[src/rtl/ifetch.sv]
// Instruction fetch stage: owns the PC, issues one word read at a time and hands {pc, instr}
// pairs to decode over valid/ready, with a one-entry hold buffer and redirect flushing.
module ifetch #(
  parameter int          XLEN     = 64,
  parameter logic [63:0] RESET_PC = 64'h0000_0000_8000_0000
) (
  input  logic            clk,
  input  logic            resetn,
  output logic            imem_req_valid,
  input  logic            imem_req_ready,
  output logic [XLEN-1:0] imem_addr,
  input  logic            imem_resp_valid,
  input  logic [31:0]     imem_rdata,
  input  logic            redirect_valid,
  input  logic [XLEN-1:0] redirect_pc,
  output logic            misalign_err,
  output logic            id_valid,
  input  logic            id_ready,
  output logic [XLEN-1:0] pc,
  output logic [31:0]     instr
);

  localparam logic [XLEN-1:0] RESET_FETCH = RESET_PC[XLEN-1:0];
  localparam logic [31:0]     NOP         = 32'h0000_0013;

  typedef enum logic [1:0] {
    S_REQ  = 2'd0,
    S_WAIT = 2'd1,
    S_HOLD = 2'd2
  } state_t;

  state_t          r_state;
  state_t          w_next_state;
  logic [XLEN-1:0] r_fetch_pc;
  logic [XLEN-1:0] r_req_pc;
  logic [XLEN-1:0] r_hold_pc;
  logic [31:0]     r_hold_instr;
  logic            r_drop;
  logic            r_id_valid;
  logic [XLEN-1:0] r_pc;
  logic [31:0]     r_instr;
  logic            r_misalign;

  logic            w_req_fire;
  logic            w_resp;
  logic            w_slot_free;
  logic            w_load_mem;
  logic            w_to_hold;
  logic            w_load_hold;
  logic [XLEN-1:0] w_redirect_addr;

  // Request is masked during reset and in the redirect cycle so no stale-path fetch escapes.
  assign imem_req_valid  = resetn && (r_state == S_REQ) && !redirect_valid;
  assign imem_addr       = r_fetch_pc;
  assign misalign_err    = r_misalign;
  assign id_valid        = r_id_valid;
  assign pc              = r_pc;
  assign instr           = r_instr;

  assign w_req_fire      = imem_req_valid && imem_req_ready;
  assign w_resp          = (r_state == S_WAIT) && imem_resp_valid;
  assign w_slot_free     = !r_id_valid || id_ready;
  assign w_load_mem      = !redirect_valid && w_resp && !r_drop && w_slot_free;
  assign w_to_hold       = !redirect_valid && w_resp && !r_drop && !w_slot_free;
  assign w_load_hold     = !redirect_valid && (r_state == S_HOLD) && id_ready;
  assign w_redirect_addr = {redirect_pc[XLEN-1:2], 2'b00};

  always_ff @(posedge clk or negedge resetn) begin
    if (!resetn) begin
      r_state <= S_REQ;
    end else begin
      r_state <= w_next_state;
    end
  end

  always_comb begin
    w_next_state = r_state;
    case (r_state)
      S_REQ: begin
        if (!redirect_valid && w_req_fire) begin
          w_next_state = S_WAIT;
        end
      end
      S_WAIT: begin
        if (imem_resp_valid) begin
          w_next_state = w_to_hold ? S_HOLD : S_REQ;
        end
      end
      S_HOLD: begin
        if (redirect_valid || id_ready) begin
          w_next_state = S_REQ;
        end
      end
      default: w_next_state = S_REQ;
    endcase
  end

  always_ff @(posedge clk or negedge resetn) begin
    if (!resetn) begin
      r_fetch_pc   <= RESET_FETCH;
      r_req_pc     <= '0;
      r_hold_pc    <= '0;
      r_hold_instr <= NOP;
      r_drop       <= 1'b0;
      r_id_valid   <= 1'b0;
      r_pc         <= '0;
      r_instr      <= NOP;
      r_misalign   <= 1'b0;
    end else begin
      r_misalign <= redirect_valid && (redirect_pc[1:0] != 2'b00);
      if (redirect_valid) begin
        // A response still in flight after the flush must be swallowed when it lands.
        r_fetch_pc <= w_redirect_addr;
        r_id_valid <= 1'b0;
        r_drop     <= (r_state == S_WAIT) && !imem_resp_valid;
      end else begin
        if (w_req_fire) begin
          r_req_pc   <= r_fetch_pc;
          r_fetch_pc <= r_fetch_pc + XLEN'(4);
        end
        if (w_resp) begin
          r_drop <= 1'b0;
        end
        if (w_load_mem) begin
          r_pc       <= r_req_pc;
          r_instr    <= imem_rdata;
          r_id_valid <= 1'b1;
        end else if (w_load_hold) begin
          r_pc       <= r_hold_pc;
          r_instr    <= r_hold_instr;
          r_id_valid <= 1'b1;
        end else if (r_id_valid && id_ready) begin
          r_id_valid <= 1'b0;
        end
        if (w_to_hold) begin
          r_hold_pc    <= r_req_pc;
          r_hold_instr <= imem_rdata;
        end
      end
    end
  end

endmodule
[config.mk]
export PLATFORM = sky130hd
export DESIGN_NAME = ifetch
export DESIGN_NICKNAME = d
export VERILOG_FILES = /design/src/rtl/ifetch.sv
export SDC_FILE = /design/constraint.sdc
export NUM_CORES = 1
export LEC_CHECK = 0
export CAP_MARGIN = 10
export CORE_UTILIZATION = 57
export DETAILED_ROUTE_END_ITERATION = 16
export PLACE_DENSITY = 0.83
export SYNTH_ARGS = -nofsm -noshare
export SYNTH_HDL_FRONTEND = slang
export SYNTH_SLANG_ARGS = --single-unit
[constraint.sdc]
create_clock -name clk -period 5.1 [get_ports clk]
set_input_delay 0.51 -clock clk [delete_from_list [all_inputs] [get_ports clk]]
set_output_delay 0.51 -clock clk [all_outputs]
set_load 0.1 [all_outputs]
==> results.json, run 1 <==
{
  "fillers": 1669,
  "r2r-start": "imem_addr[2]$_DFFE_PN0P_",
  "postSynthCellCount": 1374,
  "timing.final.crit_share": 0.6395,
  "drt-initial-drc-count": 1216,
  "core_um2": 24600,
  "firstDrtPassIters": 5,
  "gp_congestion": 0.9147,
  "drt-vias-per-instance": 6.071,
  "power.total_mw": 9.721,
  "io_buffers": 260,
  "worst_pin_slew_ps": 1073,
  "antenna_found_initial": 0,
  "timing.hold.ws_ps": -5.153,
  "root_buffer": "clkbuf_16",
  "cts-resized-gates": 0,
  "critPathTopFamily": "buffers and inverters",
  "ir_drop_uv": 418.7,
  "wl_per_cell_um": 19.69,
  "overflow": 0,
  "outcome": "complete, but fails checks",
  "hold_viol_final": 8,
  "maxSlewViolCount": 0,
  "wirelength_um": 38230,
  "slowest_stage": "clkdlybuf4s50_1",
  "max-slew-margin-rel": 0.2786,
  "powerDensity_nw_per_um2": 530.1,
  "synth.top_cells.by_area": "dfrtp_1 54%, mux2i_1 7.1%, nand2_1 5.8%",
  "grt_max_degree": 97,
  "drc": 0,
  "synth_area_leader_cell": "dfrtp_1",
  "worstPathMaxFanout": 84,
  "num-nets-final": 1695,
  "setup_viol": 0,
  "critPathBufInv": 2,
  "critPathArrivalTime_ps": 2750,
  "async_flop_share": 1.000,
  "hold_buffers": 0,
  "rsz0062_at_grt": "no",
  "yosysWarnings": 0,
  "drive_above_1_share": 0.08287,
  "final_common_cell": "dfrtp_1",
  "start_kind": "input port",
  "vias": 11790,
  "clock_latency_ps": 510,
  "cts_setup_buffers": 0,
  "synth_area_um2": 14430,
  "cts_buffer_depth": 3,
  "yosysSeqAreaShare": 0.5505,
  "synth_top_area_share": 0.5377,
  "cp.required_ps": 4590,
  "area.growth.synth_to_final_pct": 27.11,
  "dpl.hpwl_um": 25040,
  "crit_start": "resetn",
  "ys_seq_elements": 317,
  "cts_tree": "yes",
  "rows": 57,
  "die_w_um": 161.1,
  "timing.fmax_mhz": 306.6,
  "path_class": "input port to output port",
  "multi_input_area_um2": 6063,
  "grt_pass1_vias": 11570,
  "grt_pass1_wl_um": 61390,
  "cts.sinks": 317,
  "ff_latch_area_um2": 7941,
  "fin_worst_skew_ps": 17.67,
  "violations": "hold timing",
  "crit_chain": "buf_8 -> nor4b_4 -> clkdlybuf4s50_1",
  "hold_class": "input port to async pin",
  "dieArea_um2": 25950,
  "leakagePower_nw": 8.917,
  "final_cell_mix": "310 x dfrtp_1, 258 x clkdlybuf4s50_1, 222 x nand2_1",
  "crit_path_max_incr_delay_ps": 1270,
  "grt_usage": 0.2974,
  "cts_buffers": 35,
  "htreeDepth": 2,
  "finalSetupTns_ps": 0,
  "die_h_um": 161.1,
  "period_needed_ps": 3262,
  "max-cap-violations": 0,
  "synthFlopType": "dfrtp_1",
  "avgSynthCellArea_um2": 10.50,
  "ioPinCount": 265,
  "clk_pin_slew_ps": 60,
  "synth_cell_types": 60,
  "initial_core_util": 0.5863,
  "end_kind": "output port",
  "synth_edf_count": 0,
  "ant_nets": 0
}
==> worst paths after layout <==
check	to	slack, ps	depth (start not counted)
worst min-delay path	pc[52]$_DFFE_PN0P_	-5	1
worst max register to register	imem_addr[52]$_DFFE_PN0P_	1910	6
worst max-delay path	imem_req_valid	1840	3
max in group asynchronous	r_req_pc[15]$_DFFE_PN0P_	2680	3
min in group clk	r_hold_pc[33]$_DFFE_PN0P_	490	1
worst min register to register	r_hold_pc[33]$_DFFE_PN0P_	490	1
==> flip-flops by register name, summed over array words and instances, names as in the netlist <==
signal        flops
r_state           2
r_drop            1
pc               62
r_hold_instr     32
r_hold_pc        62
imem_addr        62
instr            32
r_req_pc         62
id_valid          1
misalign_err      1
==> stage by stage <==
stage          worst slack, ps  cells  instance area, um2  utilization
5_1_grt                   1665   1941               18340       0.7452
6_report                  1839   1942               18340       0.7453
3_3_place_gp              1696   1879               17150       0.6971
3_5_place_dp              1593   1879               17150       0.6971
4_1_cts                   1809   1941               18340       0.7452
2_1_floorplan             1972   1377               14440            -
==> layer usage <==
metal / vias to the layer above / share of wire / global-route usage
li1: 5334 / - / -
met1: 5816 / 0.41 / 0.4018
met2: 544 / 0.47 / 0.4679
met3: 96 / 0.084 / 0.06369
met4: 0 / 0.037 / 0.1252
met5: - / 0 / 0
==> power by group <==
group / internal, mW / switching, mW / leakage (nW)
registers: 2.96 / 0.359 / 4.05
logic: 0.852 / 2.97 / 4.29
clock network: 1.60 / 0.980 / 0.577
total: 5.41 / 4.31 / 8.92
==> kinds of logic (layout without fill, tap and decap cells) <==
| kind of cell | Yosys count | after routing | synth area share |
|---|---|---|---|
| compound gates | 230 | 230 | 0.09965 |
| other cells | 1 | 5 | 0.0002599 |
| xor+xnor | 2 | 2 | 0.001214 |
| flops | 317 | 317 | 0.5505 |
| mux | 196 | 196 | 0.1441 |
| buf+inv | 106 | 346 | 0.03244 |
| fa+ha+maj | 1 | 1 | 0.0008672 |
| simple gates | 521 | 521 | 0.1709 |
==> cell type report <==
type	count	share of cell area
inverters	11	0.002252
clock inverters	8	0.007983
multi-input cells	954	0.3306
repair buffers	273	0.1472
well taps	324	0.02211
clock buffers	54	0.05656
diodes	1	0.0001365
flip-flops and latches	317	0.4331
==> synthesized netlist by cell type (5+ instances only) <==
master    count
dfrtp_1     310
nand2_1     223
nor2_1      125
a21oi_1     105
mux2i_1     102
mux2_1       49
clkbuf_1     45
mux2_2       45
nand3_1      42
buf_2        38
nand4_1      31
and3_1       20
o21ai_1      18
o311ai_1     16
a22oi_1      15
and4_1       13
o21ai_0      13
a31oi_1      12
and2_1       12
or4_1        12
inv_1        11
o211ai_1     11
nor4_1        9
a221o_1       8
nor3_1        8
a31o_1        7
dfstp_2       7
o21bai_1      7
buf_1         6
buf_4         6
a21o_1        5
nand2b_1      5
or3_1         5
Power figures use the tool's default switching activity.
==> run 2: changes to the inputs <==
- CORE_UTILIZATION: 57 -> 48
- PLACE_DENSITY: 0.83 -> 0.74
- clock period: 5.1 -> 2.9 ns (I/O delays scaled with it)
==> run 2 against run 1 <==
Against the previous run:
- die area rose by 19%
- the run still ends with hold timing left
- power increased by 74%
- via count shrank 2.2%
- clock skew about the same
==> results.json, run 2 (same netlist as run 1, synthesis figures left out) <==
{
  "final_cell_mix": "310 x dfrtp_1, 222 x nand2_1, 180 x buf_4",
  "outcome": "complete, but fails checks",
  "violations": "hold timing",
  "critPathArrivalTime_ps": 2960,
  "root_buffer": "clkbuf_16",
  "setup_viol": 0,
  "rsz0062_at_grt": "no",
  "drive_above_1_share": 0.1922,
  "ant_nets": 0,
  "wirelength_um": 38590,
  "grt_pass1_vias": 11240,
  "wl_per_cell_um": 19.06,
  "clock_latency_ps": 510,
  "placed_cell_area_um2": 17080,
  "gp_congestion": 0.8644,
  "hold_class": "input port to async pin",
  "vias": 11530,
  "r2r_end": "imem_addr[47]$_DFFE_PN0P_",
  "final_common_cell": "dfrtp_1",
  "path_class": "flop to flop",
  "rrSetupSlack_ps": 340,
  "hold_viol_final": 24,
  "clk_pin_slew_ps": 60,
  "cts_buffer_depth": 3,
  "io_buffers": 260,
  "fin_worst_skew_ps": 17.95,
  "ir_drop_uv": 570.0,
  "timing.hold.ws_ps": -45.83,
  "overflow": 0,
  "drt-vias-per-instance": 5.696,
  "powerDensity_nw_per_um2": 927.7,
  "hold_buffers": 0,
  "period_needed_ps": 2559,
  "worst_pin_slew_ps": 1104,
  "antenna_found_initial": 1,
  "cts-resized-gates": 0,
  "grt_usage": 0.2518,
  "dieArea_um2": 30750,
  "cts_buffers": 36,
  "grt_max_degree": 172,
  "r2r-start": "imem_addr[10]$_DFFE_PN0P_",
  "worstPathMaxFanout": 9,
  "htreeDepth": 2,
  "cp.required_ps": 3300,
  "core_um2": 29640,
  "start_kind": "flop",
  "rows": 63,
  "finalSetupTns_ps": 0,
  "timing.fmax_mhz": 390.8,
  "die_h_um": 175.4,
  "end_kind": "flop",
  "ioPinCount": 265,
  "fin_util": 0.6169,
  "max-slew-margin-rel": 0.2621,
  "grt_pass1_wl_um": 61410,
  "num-nets-final": 1713,
  "area.growth.synth_to_final_pct": 26.73,
  "die_w_um": 175.4,
  "maxSlewViolCount": 0,
  "drt-initial-drc-count": 940,
  "cts.sinks": 317,
  "dpl.hpwl_um": 25990,
  "timing.final.crit_share": 0.8823,
  "initial_core_util": 0.4867,
  "drc": 0,
  "reg2reg_depth": 5,
  "firstDrtPassIters": 5,
  "max-cap-violations": 0,
  "leakagePower_nw": 9.245,
  "postLayoutCellArea_um2": 18280,
  "cts_tree": "yes",
  "cts_setup_buffers": 0
}
## run 2: cell count changes in the layout (fill, tap and decap cells not counted)
cell and delta:
clkdlybuf4s50_1 -159, clkbuf_16 +2, bufinv_16 -1, clkinv_2 +3, buf_4 +167, buf_12 +9
clkbuf_1 -4
## run 2: worst max-delay path, cell delays in order (launching register included)
cell and delay (ps):
dfrtp_1 490, nand4_1 290, nor4_4 560, nand3_1 410
or2_1 420, o311ai_1 290
## run 2: how the worst max path moves through the flow
stage,from,endpoint,slack (ps),depth (start not counted)
detailed placement,imem_addr[10]$_DFFE_PN0P_,imem_addr[39]$_DFFE_PN0P_,420,5
CTS,imem_addr[10]$_DFFE_PN0P_,imem_addr[47]$_DFFE_PN0P_,390,5
global route,imem_addr[10]$_DFFE_PN0P_,imem_addr[39]$_DFFE_PN0P_,220,5
finish,imem_addr[10]$_DFFE_PN0P_,imem_addr[47]$_DFFE_PN0P_,340,5
global placement,imem_addr[10]$_DFFE_PN0P_,imem_addr[39]$_DFFE_PN0P_,490,5
floorplan,r_state[0]$_DFFE_PN0P_,imem_addr[49]$_DFFE_PN0P_,30,7
## run 2: cell type report
class	count	area, um2
Fill cell	2457	11360
Sequential cell	317	7941
Multi-Input combinational cell	954	6063
Timing Repair Buffer	290	2542
Clock buffer	52	1072
Tap cell	390	488.0
Clock inverter	10	131.4
Inverter	11	41.29
Antenna cell	1	2.502
## run 2: report_power, final
group / switching, mW / internal [mW] / leakage, nW / total (mW)
clock: 1.77 / 2.83 / 0.594 / 4.60
combinational: 5.22 / 1.31 / 4.60 / 6.54
sequential: 0.622 / 5.21 / 4.05 / 5.83
total: 7.61 / 9.35 / 9.25 / 17.0
## run 2: stage by stage
step	power (mW)	instances	setup WS, ps
after global routing	17.60	2025	216.6
after global placement	12.37	1962	491.0
after floorplan	10.80	1377	30.31
final	16.96	2025	341.5
after detailed placement	12.46	1962	422.9
after CTS	17.09	2024	390.4
## run 2: metal layers
layer,part of all wire,vias up,GRT usage
met4,0.029,0,0.08297
met1,0.43,5671,0.3513
met5,0,-,0
met3,0.069,78,0.04675
met2,0.47,424,0.3972
li1,-,5361,-
